==> config.mk <==
export PLATFORM = sky130hd
export DESIGN_NAME = uart_imem_loader
export DESIGN_NICKNAME = d
export VERILOG_FILES = /design/src/rtl/uart_imem_loader.sv
export SDC_FILE = /design/constraint.sdc
export NUM_CORES = 1
export LEC_CHECK = 0
export CAP_MARGIN = 20
export CORE_MARGIN = 3
export CORE_UTILIZATION = 53
export CTS_BUF_LIST = sky130_fd_sc_hd__clkbuf_2 sky130_fd_sc_hd__clkbuf_4 sky130_fd_sc_hd__clkbuf_8
export CTS_CLUSTER_SIZE = 14
export DETAILED_ROUTE_END_ITERATION = 10
export MAX_ROUTING_LAYER = met4
export PLACE_DENSITY = 0.76
export SLEW_MARGIN = 20
export SYNTH_ARGS = -nofsm -noshare
export SYNTH_HDL_FRONTEND = slang
export SYNTH_SLANG_ARGS = --single-unit
==> constraint.sdc <==
create_clock -name clk -period 3.7 [get_ports clk]
set_input_delay 0.555 -clock clk [delete_from_list [all_inputs] [get_ports clk]]
set_output_delay 0.555 -clock clk [all_outputs]
set_load 0.005 [all_outputs]
==> src/rtl/uart_imem_loader.sv <==
// uart_imem_loader
//
// Boot-image loader between the UART receiver and the IMEM write port.
// Parses a framed image (SYNC, LEN_LO, LEN_HI, N x 4 data bytes LSB-first,
// optional checksum byte) and writes 32-bit words into instruction memory.
// The core is held in reset (cpu_hold) while an image is loading and is
// released once a complete, valid image has been written.
//
// Build option:
//   UART_LOADER_CHECKSUM_EN  when defined, a trailing checksum byte (XOR of
//                            LEN_LO, LEN_HI and every data byte) is expected
//                            and verified. When undefined, no checksum byte
//                            is expected and no XOR logic exists.
//
// Parameters:
//   ADDR_W     IMEM word-address width (1..16); max image is 2^ADDR_W words
//   SYNC_BYTE  frame start marker
//   BOOT_HOLD  reset value of cpu_hold
//
// Ports:
//   clk, rst    system clock, asynchronous active-high reset
//   rx_done     byte-received level from the UART (asynchronous to clk)
//   rx_data     received byte, stable while rx_done is high
//   imem_we     one-cycle IMEM write strobe
//   imem_addr   IMEM word address, held between writes
//   imem_wdata  IMEM write data, held between writes
//   cpu_hold    core reset/stall request
//   load_done   one-cycle pulse on successful image completion
//   load_err    sticky error flag, cleared by the next SYNC byte
//   dbg_state   current FSM state (debug observation only)
//
// Handshake: byte_valid is a single-cycle qualifier for byte_data. There is
// no backpressure; the FSM consumes every byte_valid in the cycle it occurs,
// which the >= 4 clk spacing of rx_done rising edges guarantees is possible.

module uart_imem_loader #(
  parameter int unsigned ADDR_W    = 10,
  parameter logic [7:0]  SYNC_BYTE = 8'hA5,
  parameter logic        BOOT_HOLD = 1'b1
) (
  input  logic              clk,
  input  logic              rst,
  input  logic              rx_done,
  input  logic [7:0]        rx_data,
  output logic              imem_we,
  output logic [ADDR_W-1:0] imem_addr,
  output logic [31:0]       imem_wdata,
  output logic              cpu_hold,
  output logic              load_done,
  output logic              load_err,
  output logic [2:0]        dbg_state
);

  typedef enum logic [2:0] {
    IDLE = 3'd0,
    LEN0 = 3'd1,
    LEN1 = 3'd2,
    DATA = 3'd3,
    CHK  = 3'd4,
    ERR  = 3'd5
  } state_t;

  // Largest legal word count; a length of exactly 2^ADDR_W is allowed.
  localparam logic [16:0] MAX_WORDS = 17'(1) << ADDR_W;

  // ---------------------------------------------------------------------
  // Byte capture: 2-flop synchronizer, then a registered rising-edge
  // detect. rx_data is sampled on the same edge that raises byte_valid,
  // so a level held high for many cycles produces exactly one byte.
  // ---------------------------------------------------------------------
  logic       rx_sync1;
  logic       rx_sync2;
  logic       rx_prev;
  logic       byte_valid;
  logic [7:0] byte_data;
  logic       rx_rise;

  assign rx_rise = rx_sync2 & ~rx_prev;

  always_ff @(posedge clk or posedge rst) begin
    if (rst) begin
      rx_sync1   <= 1'b0;
      rx_sync2   <= 1'b0;
      rx_prev    <= 1'b0;
      byte_valid <= 1'b0;
      byte_data  <= 8'h00;
    end else begin
      rx_sync1   <= rx_done;
      rx_sync2   <= rx_sync1;
      rx_prev    <= rx_sync2;
      byte_valid <= rx_rise;
      if (rx_rise) begin
        byte_data <= rx_data;
      end
    end
  end

  // ---------------------------------------------------------------------
  // Frame parser state
  // ---------------------------------------------------------------------
  state_t            state, state_nxt;
  logic [7:0]        len_lo, len_lo_nxt;
  logic [16:0]       words_left, words_left_nxt;
  logic [ADDR_W-1:0] wptr, wptr_nxt;
  logic [31:0]       asm_word, asm_word_nxt;
  logic [1:0]        byte_cnt, byte_cnt_nxt;
  logic              we_nxt;
  logic [ADDR_W-1:0] addr_nxt;
  logic [31:0]       wdata_nxt;
  logic              hold_nxt;
  logic              done_nxt;
  logic              err_nxt;
`ifdef UART_LOADER_CHECKSUM_EN
  logic [7:0]        chk_acc, chk_acc_nxt;
`endif

  logic [15:0] len_val;
  logic        len_big;
  logic [31:0] word_full;

  assign len_val   = {byte_data, len_lo};
  assign len_big   = ({1'b0, len_val} > MAX_WORDS);
  // Bytes arrive LSB first, so each new byte enters at the top and the
  // first byte of the word ends up in bits [7:0] after the fourth shift.
  assign word_full = {byte_data, asm_word[31:8]};
  assign dbg_state = state;

  always_ff @(posedge clk or posedge rst) begin
    if (rst) begin
      state      <= IDLE;
      len_lo     <= 8'h00;
      words_left <= 17'd0;
      wptr       <= '0;
      asm_word   <= 32'h0;
      byte_cnt   <= 2'd0;
      imem_we    <= 1'b0;
      imem_addr  <= '0;
      imem_wdata <= 32'h0;
      cpu_hold   <= BOOT_HOLD;
      load_done  <= 1'b0;
      load_err   <= 1'b0;
`ifdef UART_LOADER_CHECKSUM_EN
      chk_acc    <= 8'h00;
`endif
    end else begin
      state      <= state_nxt;
      len_lo     <= len_lo_nxt;
      words_left <= words_left_nxt;
      wptr       <= wptr_nxt;
      asm_word   <= asm_word_nxt;
      byte_cnt   <= byte_cnt_nxt;
      imem_we    <= we_nxt;
      imem_addr  <= addr_nxt;
      imem_wdata <= wdata_nxt;
      cpu_hold   <= hold_nxt;
      load_done  <= done_nxt;
      load_err   <= err_nxt;
`ifdef UART_LOADER_CHECKSUM_EN
      chk_acc    <= chk_acc_nxt;
`endif
    end
  end

  always_comb begin
    state_nxt      = state;
    len_lo_nxt     = len_lo;
    words_left_nxt = words_left;
    wptr_nxt       = wptr;
    asm_word_nxt   = asm_word;
    byte_cnt_nxt   = byte_cnt;
    we_nxt         = 1'b0;
    addr_nxt       = imem_addr;
    wdata_nxt      = imem_wdata;
    hold_nxt       = cpu_hold;
    done_nxt       = 1'b0;
    err_nxt        = load_err;
`ifdef UART_LOADER_CHECKSUM_EN
    chk_acc_nxt    = chk_acc;
`endif

    case (state)
      IDLE: begin
        if (byte_valid && (byte_data == SYNC_BYTE)) begin
          hold_nxt     = 1'b1;
          err_nxt      = 1'b0;
          addr_nxt     = '0;
          wptr_nxt     = '0;
          byte_cnt_nxt = 2'd0;
`ifdef UART_LOADER_CHECKSUM_EN
          chk_acc_nxt  = 8'h00;
`endif
          state_nxt    = LEN0;
        end
      end

      LEN0: begin
        if (byte_valid) begin
          len_lo_nxt  = byte_data;
`ifdef UART_LOADER_CHECKSUM_EN
          chk_acc_nxt = chk_acc ^ byte_data;
`endif
          state_nxt   = LEN1;
        end
      end

      LEN1: begin
        if (byte_valid) begin
`ifdef UART_LOADER_CHECKSUM_EN
          chk_acc_nxt = chk_acc ^ byte_data;
`endif
          if (len_big) begin
            state_nxt = ERR;
          end else if (len_val == 16'd0) begin
`ifdef UART_LOADER_CHECKSUM_EN
            state_nxt = CHK;
`else
            done_nxt  = 1'b1;
            hold_nxt  = 1'b0;
            state_nxt = IDLE;
`endif
          end else begin
            words_left_nxt = {1'b0, len_val};
            state_nxt      = DATA;
          end
        end
      end

      DATA: begin
        if (byte_valid) begin
`ifdef UART_LOADER_CHECKSUM_EN
          chk_acc_nxt  = chk_acc ^ byte_data;
`endif
          asm_word_nxt = word_full;
          byte_cnt_nxt = byte_cnt + 2'd1;
          if (byte_cnt == 2'd3) begin
            we_nxt         = 1'b1;
            addr_nxt       = wptr;
            wdata_nxt      = word_full;
            // Wraps to 0 only after the last word of a full-size image.
            wptr_nxt       = wptr + ADDR_W'(1);
            words_left_nxt = words_left - 17'd1;
            if (words_left == 17'd1) begin
`ifdef UART_LOADER_CHECKSUM_EN
              state_nxt = CHK;
`else
              done_nxt  = 1'b1;
              hold_nxt  = 1'b0;
              state_nxt = IDLE;
`endif
            end
          end
        end
      end

`ifdef UART_LOADER_CHECKSUM_EN
      CHK: begin
        if (byte_valid) begin
          if (byte_data == chk_acc) begin
            done_nxt  = 1'b1;
            hold_nxt  = 1'b0;
            state_nxt = IDLE;
          end else begin
            state_nxt = ERR;
          end
        end
      end
`endif

      ERR: begin
        // Already-written words stay in IMEM; the core stays held.
        err_nxt   = 1'b1;
        hold_nxt  = 1'b1;
        state_nxt = IDLE;
      end

      default: begin
        state_nxt = IDLE;
      end
    endcase
  end

endmodule
**Word-level counts from Yosys, hierarchy flattened**

Index checks and enable logic that the tools add are counted.
W data, S select, Z words.

- Register bits after elaboration: 130
- Output and inout port bits: 49

- Reduce and logical (&&, ||, !) cells: 16
- Order comparisons: 1
- Bitwise gates (word level): 2
- $add $sub $neg: 3
- Muxes and demuxes: 45
- Eq/ne operators: 16

Operators with widths:

| operator | number |
|---|---|
| $mux W17 | 5 |
| $mux W10 | 5 |
| $pmux W10 S2 | 2 |
| $pmux W17 S2 | 1 |
| $mux W3 | 7 |
| $ne A2 B2 Y1 const B | 9 |
| $eq A17 B1 Y1 const B | 1 |
| $mux W1 | 17 |
| $sub A17 B1 Y17 const B | 1 |
| $gt A16 B11 Y1 const B | 1 |
| $logic_not A16 Y1 | 1 |
| $pmux W3 S4 | 1 |
| $reduce_and A6 Y1 | 2 |
| $add A10 B1 Y10 const B | 1 |
| $eq A8 B8 Y1 const B | 1 |
| $reduce_and A8 Y1 | 1 |
| $eq A3 B2 Y1 const B | 2 |
| $mux W2 | 3 |
| $reduce_and A2 Y1 | 3 |
| $reduce_and A3 Y1 | 2 |
| $reduce_bool A2 Y1 | 3 |
| $pmux W1 S2 | 2 |
| $pmux W1 S4 | 1 |
| $pmux W2 S2 | 1 |
| other kinds (10) | 10 |

**Depth between registers and ports, before layout**

Gate-level depths: netlist of run 1.

- Word-level depth: 5
- Mapped depth: 9
- Mapped depth without buffers: 7

**Worst setup path after synthesis of run 1**

Ideal clock, no wire load.

- Kind: reg2reg
- Start: register words_left[0]
- End: register words_left[12]
- Stages on the path, launching flop included: 8
- Setup time: 0.121 ns
- Period minus slack after synthesis: 2.032 ns
- Setup slack: 1.668 ns
- Arrival: 1.911 ns
- Data required time: 3.579 ns
- Cell sequence: dfrtp_1 -> inv_1 -> ha_1 -> or4b_4 -> or3_4 -> nor2_2 -> o21ai_1 -> a22o_1

- Longest elaborated chain between the ends: 4

RTL lines:

| what | line | RTL |
|---|---|---|
| start, declared | 103 | `logic [16:0] words_left, words_left_nxt;` |
| start signal, assigned | 148 | `words_left <= words_left_nxt;` |
| $sub A17 B1 Y17 | 241 | `words_left_nxt = words_left - 17'd1;` |
| $mux W17 | 235 | `if (byte_cnt == 2'd3) begin` |
| $mux W17 | 229 | `if (byte_valid) begin` |
| $pmux W17 S2 | 181 | `case (state)` |

Every way passes these cells. The select of a mux whose other input is x is not followed.
A chain may end at the register's enable or synchronous reset.

**Worst setup path in the final report of run 1**

- Start: register state[0] (netlist: dbg_state[0])
- End: register wptr[3]

- Longest elaborated chain between the ends: 3

RTL lines:

| what | line | RTL |
|---|---|---|
| start, declared | 101 | `state_t state, state_nxt;` |
| start signal, assigned | 146 | `state <= state_nxt;` |
| $eq A3 B2 Y1 or $logic_not A3 Y1 (tied branches) | 181 |  |
| $ne A2 B2 Y1 (no line) or $reduce_bool A2 Y1 (tied branches) | - |  |
| $reduce_and A4 Y1 (no line) | - |  |
| end signal, assigned | 149 | `wptr <= wptr_nxt;` |
| end, declared | 104 | `logic [ADDR_W-1:0] wptr, wptr_nxt;` |

Parallel ways exist; a longest one is shown, timed or not.

==> impl_metrics.json, run 1 <==
{
  "power.static_leakage_nw": 3.03,
  "dr.first_iter.drc_count": 241,
  "n_fill_cell": 762,
  "cts_root_buf": "clkbuf_8",
  "clkSlewWorstSetupHoldPaths_ns": 0.07,
  "dp_hpwl_mm": 7.98,
  "slew_violations": 0,
  "drt_wl_total_mm": 11.8,
  "ys_ff_latch": 122,
  "netlist_instances": 524,
  "die_w_um": 108,
  "io_buffers": 59,
  "p_per_area_nw_per_um2": 558,
  "final_antenna_net_count": 0,
  "synth_edf_count": 0,
  "start_kind": "flop",
  "grt_usage_pct": 22.5,
  "crit_chain": "and4b_1, buf_4, nand2_2, inv_2, buf_4, nand4_1, xor2_1, nor2_1",
  "holdBufCountCts": 0,
  "fin_ws_ns": 1.34,
  "grt_pass1_wl_mm": 19.9,
  "cts-resized-gates": 0,
  "ys_seq_area_share_pct": 55.7,
  "start_util_pct": 55.3,
  "grt_start_max_net_pins": 42,
  "crit_top_cell": "buf_4",
  "pre_cts_ws_ns": 1.17,
  "final.period_utilization_pct": 63.8,
  "async_reset_ff_share_pct": 100,
  "skew_ns": 0.0143,
  "max_freq_mhz": 424,
  "yosysTopAreaCellShare_pct": 55.3,
  "num_rows": 36,
  "drt_first_pass_iters": 4,
  "wire_per_inst_um": 16.2,
  "syn-num-nets": 539,
  "die_h_um": 108,
  "cts_max_path_buffers": 2,
  "ir_drop_mv": 0.430,
  "synth_area_leader_cell": "dfrtp_1",
  "post_cts_buffers": 0,
  "area_growth_pct": 20.3,
  "avgSynthCellArea_um2": 10.5,
  "worst_pin_slew_ns": 0.773,
  "finalHoldViolCount": 0,
  "critical_path.max_fanout": 41,
  "slew_headroom_pct": 48.3,
  "fin_tns_setup_ns": 0,
  "antenna_found_initial": 0,
  "crit_type": "flop to flop",
  "ioPinCount": 60,
  "synth_ff_type": "dfrtp_1",
  "layout.cells.non_filler": 728,
  "drive_gt1_share_pct": 17.6,
  "dpl.cell_count": 696,
  "dieArea_um2": 11600,
  "cts_tree": "built",
  "gr-total-overflow": 0,
  "clock_latency_ns": 0.43,
  "status": "completed",
  "num_vias": 4065,
  "endpoint_kind": "flop",
  "final_common_cell": "nand2_1",
  "post-route-min-period_ns": 2.36,
  "ys_warn_count": 0,
  "slowest_stage": "dfrtp_1",
  "clkSinkCount": 122,
  "synth_area_um2": 5480,
  "core-area_um2": 9910,
  "fin_nets": 597,
  "synth.top_cells.by_area": "dfrtp_1 55%, nand2_1 9.4%, mux2_2 8.0%",
  "maxCapViolCount": 0,
  "cpPeakStageDelay_ns": 0.65,
  "hp-class": "flop to flop",
  "cts_buffers": 17,
  "diodes": 0,
  "arrival_ns": 2.67,
  "grt_pass1_vias": 4001,
  "setup_viol": 0,
  "layout_common_cells": "137 x nand2_1, 121 x dfrtp_1, 59 x clkdlybuf4s50_1",
  "drcViolationCount": 0,
  "h-tree-depth": 4,
  "synthDistinctLibCells": 65,
  "vias_per_cell": 5.58,
  "rsz0062_at_grt": "no",
  "cp_data_required_time_ns": 4.01,
  "gp_congestion": 0.900
}
[layer usage]
layer	global-route usage, %	vias to the layer above	part of all wire [%]
met4	7.03	0	1.4
met5	-	-	0
met1	29.3	1996	44
met2	35.1	113	49
li1	-	1942	-
met3	5.46	14	5.4
[sequential cells by signal, indices dropped and copies added, names as in the netlist]
signal	count
imem_wdata	32
asm_word	24
words_left	17
imem_addr	10
wptr	10
byte_data	8
len_lo	8
dbg_state	3
byte_cnt	2
byte_valid	1
cpu_hold	1
imem_we	1
load_done	1
load_err	1
rx_prev	1
rx_sync1	1
rx_sync2	1
[power by group]
group	leakage, nW	internal (W)	switching [W]
Sequential	1.63	0.00152	0.000251
Combinational	1.19	0.000345	0.000386
Clock	0.202	0.000638	0.000543
[kinds of logic after synthesis]
family / Yosys count / synth area share, %
compound gates: 82 / 9.52
xor+xnor: 7 / 1.12
fa+ha+maj: 4 / 0.913
buf+inv: 38 / 3.15
flops: 122 / 55.7
mux: 41 / 8.40
simple gates: 230 / 21.1
[cells in the mapped netlist (6+ instances only)]
library cell	count
nand2_1	137
nand3_1	8
clkbuf_1	14
nor4_1	7
a22o_1	6
buf_2	12
o21ai_0	24
nor3_1	8
o21ai_1	7
nor2_1	20
a31oi_1	11
mux2_2	39
dfrtp_1	121
inv_1	9
a21oi_1	12
[path summary, 6_finish.rpt]
kind	startpoint	endpoint	slack, ns	depth (start not counted)
max in group asynchronous	rst	wptr[0]	2.35	3
worst max-delay path	dbg_state[0]	wptr[3]	1.34	8
worst min-delay path	rx_sync1	rx_sync2	0.36	0
worst min register to register	rx_sync1	rx_sync2	0.36	0
min in group asynchronous	rst	imem_wdata[10]	0.58	2
worst max register to register	dbg_state[0]	wptr[3]	1.34	8
[critical path: cells and delay by family, from the launching register on]
family                    cells  cell delay, ns
buffers and inverters         3            0.76
DFF                           1            0.65
and+or+nand+nor               4            0.62
xor gates and xnor gates      1            0.21
[through the flow]
stage	area, um2	hold WS, ns	utilization (%)	power [W]
after floorplan	5480	0.331	-	0.00227
after global placement	6180	0.345	62.4	0.00247
after detailed placement	6180	0.339	62.4	0.00251
after CTS	6590	0.360	66.5	0.00369
after global routing	6590	0.372	66.5	0.00389
final	6590	0.358	66.5	0.00368
[final cells by class]
| type | instances | area, um2 | area share [%] |
|---|---|---|---|
| Timing Repair Buffer | 67 | 663 | 10.1 |
| Inverter | 10 | 41.3 | 0.627 |
| Multi-Input combinational cell | 364 | 2260 | 34.3 |
| Clock inverter | 13 | 143 | 2.16 |
| Tap cell | 133 | 166 | 2.53 |
| Clock buffer | 19 | 262 | 3.97 |
| Sequential cell | 122 | 3050 | 46.3 |
(Power assumes the default switching activity.)
==> run 2, diff against run 1 <==
clock period = 1.9 ns   (was 3.7 ns; I/O delays follow)
==> run 2 against run 1 <==
Against the previous run: the flow now finishes with violations (negative setup slack); via count rose by 8.5%; highest routed layer unchanged; clock power up 91%; critical path type unchanged; die area unchanged.
==> impl_metrics.json, run 2 (synthesized netlist as in run 1, its figures left out) <==
{
  "stdcell_area_um2": 7170,
  "cts_root_buf": "clkbuf_8",
  "drcViolationCount": 0,
  "status": "finished with violations",
  "start_util_pct": 55.3,
  "layout.cells.non_filler": 793,
  "worst_pin_slew_ns": 0.423,
  "arrival_ns": 2.26,
  "drive_gt1_share_pct": 27.7,
  "cts_buffers": 17,
  "dpl.cell_count": 755,
  "p_per_area_nw_per_um2": 1100,
  "final.period_utilization_pct": 101,
  "wire_per_inst_um": 16.9,
  "cp_data_required_time_ns": 2.23,
  "fin_nets": 662,
  "largest_reg_flops": 32,
  "regArea_um2": 3060,
  "crit_chain": "inv_2, ha_4, or4b_4, or3_4, nor2_4, o21ai_2, a22o_1",
  "slew_violations": 0,
  "holdBufCountCts": 0,
  "layout_common_cells": "136 x nand2_1, 120 x dfrtp_1, 69 x buf_4",
  "area_growth_pct": 30.9,
  "gp_congestion": 0.902,
  "start_kind": "flop",
  "endpoint_kind": "flop",
  "placed_area_um2": 6640,
  "maxCapViolCount": 0,
  "final_antenna_net_count": 0,
  "cts_tree": "built",
  "critical_path.max_fanout": 5,
  "clkSinkCount": 122,
  "h-tree-depth": 4,
  "multi_input_area_um2": 2350,
  "max_flop_register": "imem_wdata",
  "max_freq_mhz": 519,
  "cts_max_path_buffers": 2,
  "grt_pass1_wl_mm": 21.9,
  "clock_latency_ns": 0.44,
  "worstRegToRegCells": 7,
  "grt_usage_pct": 25.2,
  "cp_num_buf_inv": 1,
  "cpPeakStageDelay_ns": 0.45,
  "io_buffers": 59,
  "skew_ns": 0.0136,
  "core-area_um2": 9910,
  "drt_first_pass_iters": 4,
  "top_regs": "imem_wdata: 32 flops, asm_word: 24 flops, words_left: 17 flops",
  "power.static_leakage_nw": 3.35,
  "ioPinCount": 60,
  "ir_drop_mv": 0.955,
  "dr.first_iter.drc_count": 233,
  "slew_headroom_pct": 71.8,
  "gr-total-overflow": 0,
  "die_h_um": 108,
  "dieArea_um2": 11600,
  "n_fill_cell": 718,
  "hp-class": "input pin to async pin",
  "post-route-min-period_ns": 1.93,
  "antenna_found_initial": 0,
  "dp_hpwl_mm": 9.00,
  "num_rows": 36,
  "final_common_cell": "nand2_1",
  "grt_pass1_vias": 4381,
  "whs_ns": 0.181,
  "fin_ws_ns": -0.0272,
  "drt_wl_total_mm": 13.4,
  "crit_family": "simple AND/OR/NAND/NOR gates",
  "fin_tns_setup_ns": -0.0272,
  "slowest_stage": "or4b_4",
  "num_vias": 4411,
  "rsz0062_at_grt": "yes",
  "finalHoldViolCount": 0,
  "vias_per_cell": 5.56,
  "diodes": 0,
  "crit_cells": 7,
  "grt_start_max_net_pins": 47,
  "crit_type": "flop to flop",
  "setup_viol": 1,
  "die_w_um": 108,
  "violations": "negative setup slack",
  "finalPower_w": 0.00787,
  "clkSlewWorstSetupHoldPaths_ns": 0.08
}
run 2: metal layers:
layer,vias to the layer above,wire length (um),global-route usage (%)
met3,34,571,4.92
met1,2193,5770,32.8
li1,2062,-,-
met4,0,363,10.2
met5,-,0,-
met2,122,6670,39.2
run 2: final timing paths:
kind / from / endpoint / slack, ns
min in group clk: rx_done / rx_sync1 / 0.28
max: words_left[0] / words_left[12] / -0.03
max reg2reg: words_left[0] / words_left[12] / -0.03
min: rst / imem_wdata[12] / 0.18
min reg2reg: rx_sync2 / rx_prev / 0.37
max in group asynchronous: rst / cpu_hold / 1.11
run 2: repair_timing:
item | in CTS | in global routing
pin swaps | 3 | 5
hold endpoints to repair | 0 | 0
endpoints found under the setup margin | 5 | 50
gates resized for setup | 7 | 15
buffers inserted | 1 | 5
run 2: cell type report:
type                            instances  share of cell area (%)
Clock buffer                           18                    3.45
Clock inverter                         14                    1.92
Inverter                               10                   0.576
Multi-Input combinational cell        364                    32.8
Sequential cell                       122                    42.6
Tap cell                              133                    2.32
Timing Repair Buffer                  132                    16.4
run 2: per-stage QoR:
step           setup WS [ns]  util (%)
5_1_grt              -0.0772      72.4
6_report             -0.0272      72.4
2_1_floorplan        -0.0683         -
3_3_place_gp         -0.0215      67.0
3_5_place_dp         -0.0451      67.0
4_1_cts              -0.0482      71.3
run 2: where the power goes:
part	internal, W	leakage (nW)	switching (W)	total [W]
Clock	0.00110	0.190	0.00115	0.00225
Combinational	0.00120	1.53	0.00113	0.00233
Sequential	0.00295	1.63	0.000336	0.00329
Total	0.00525	3.35	0.00261	0.00787
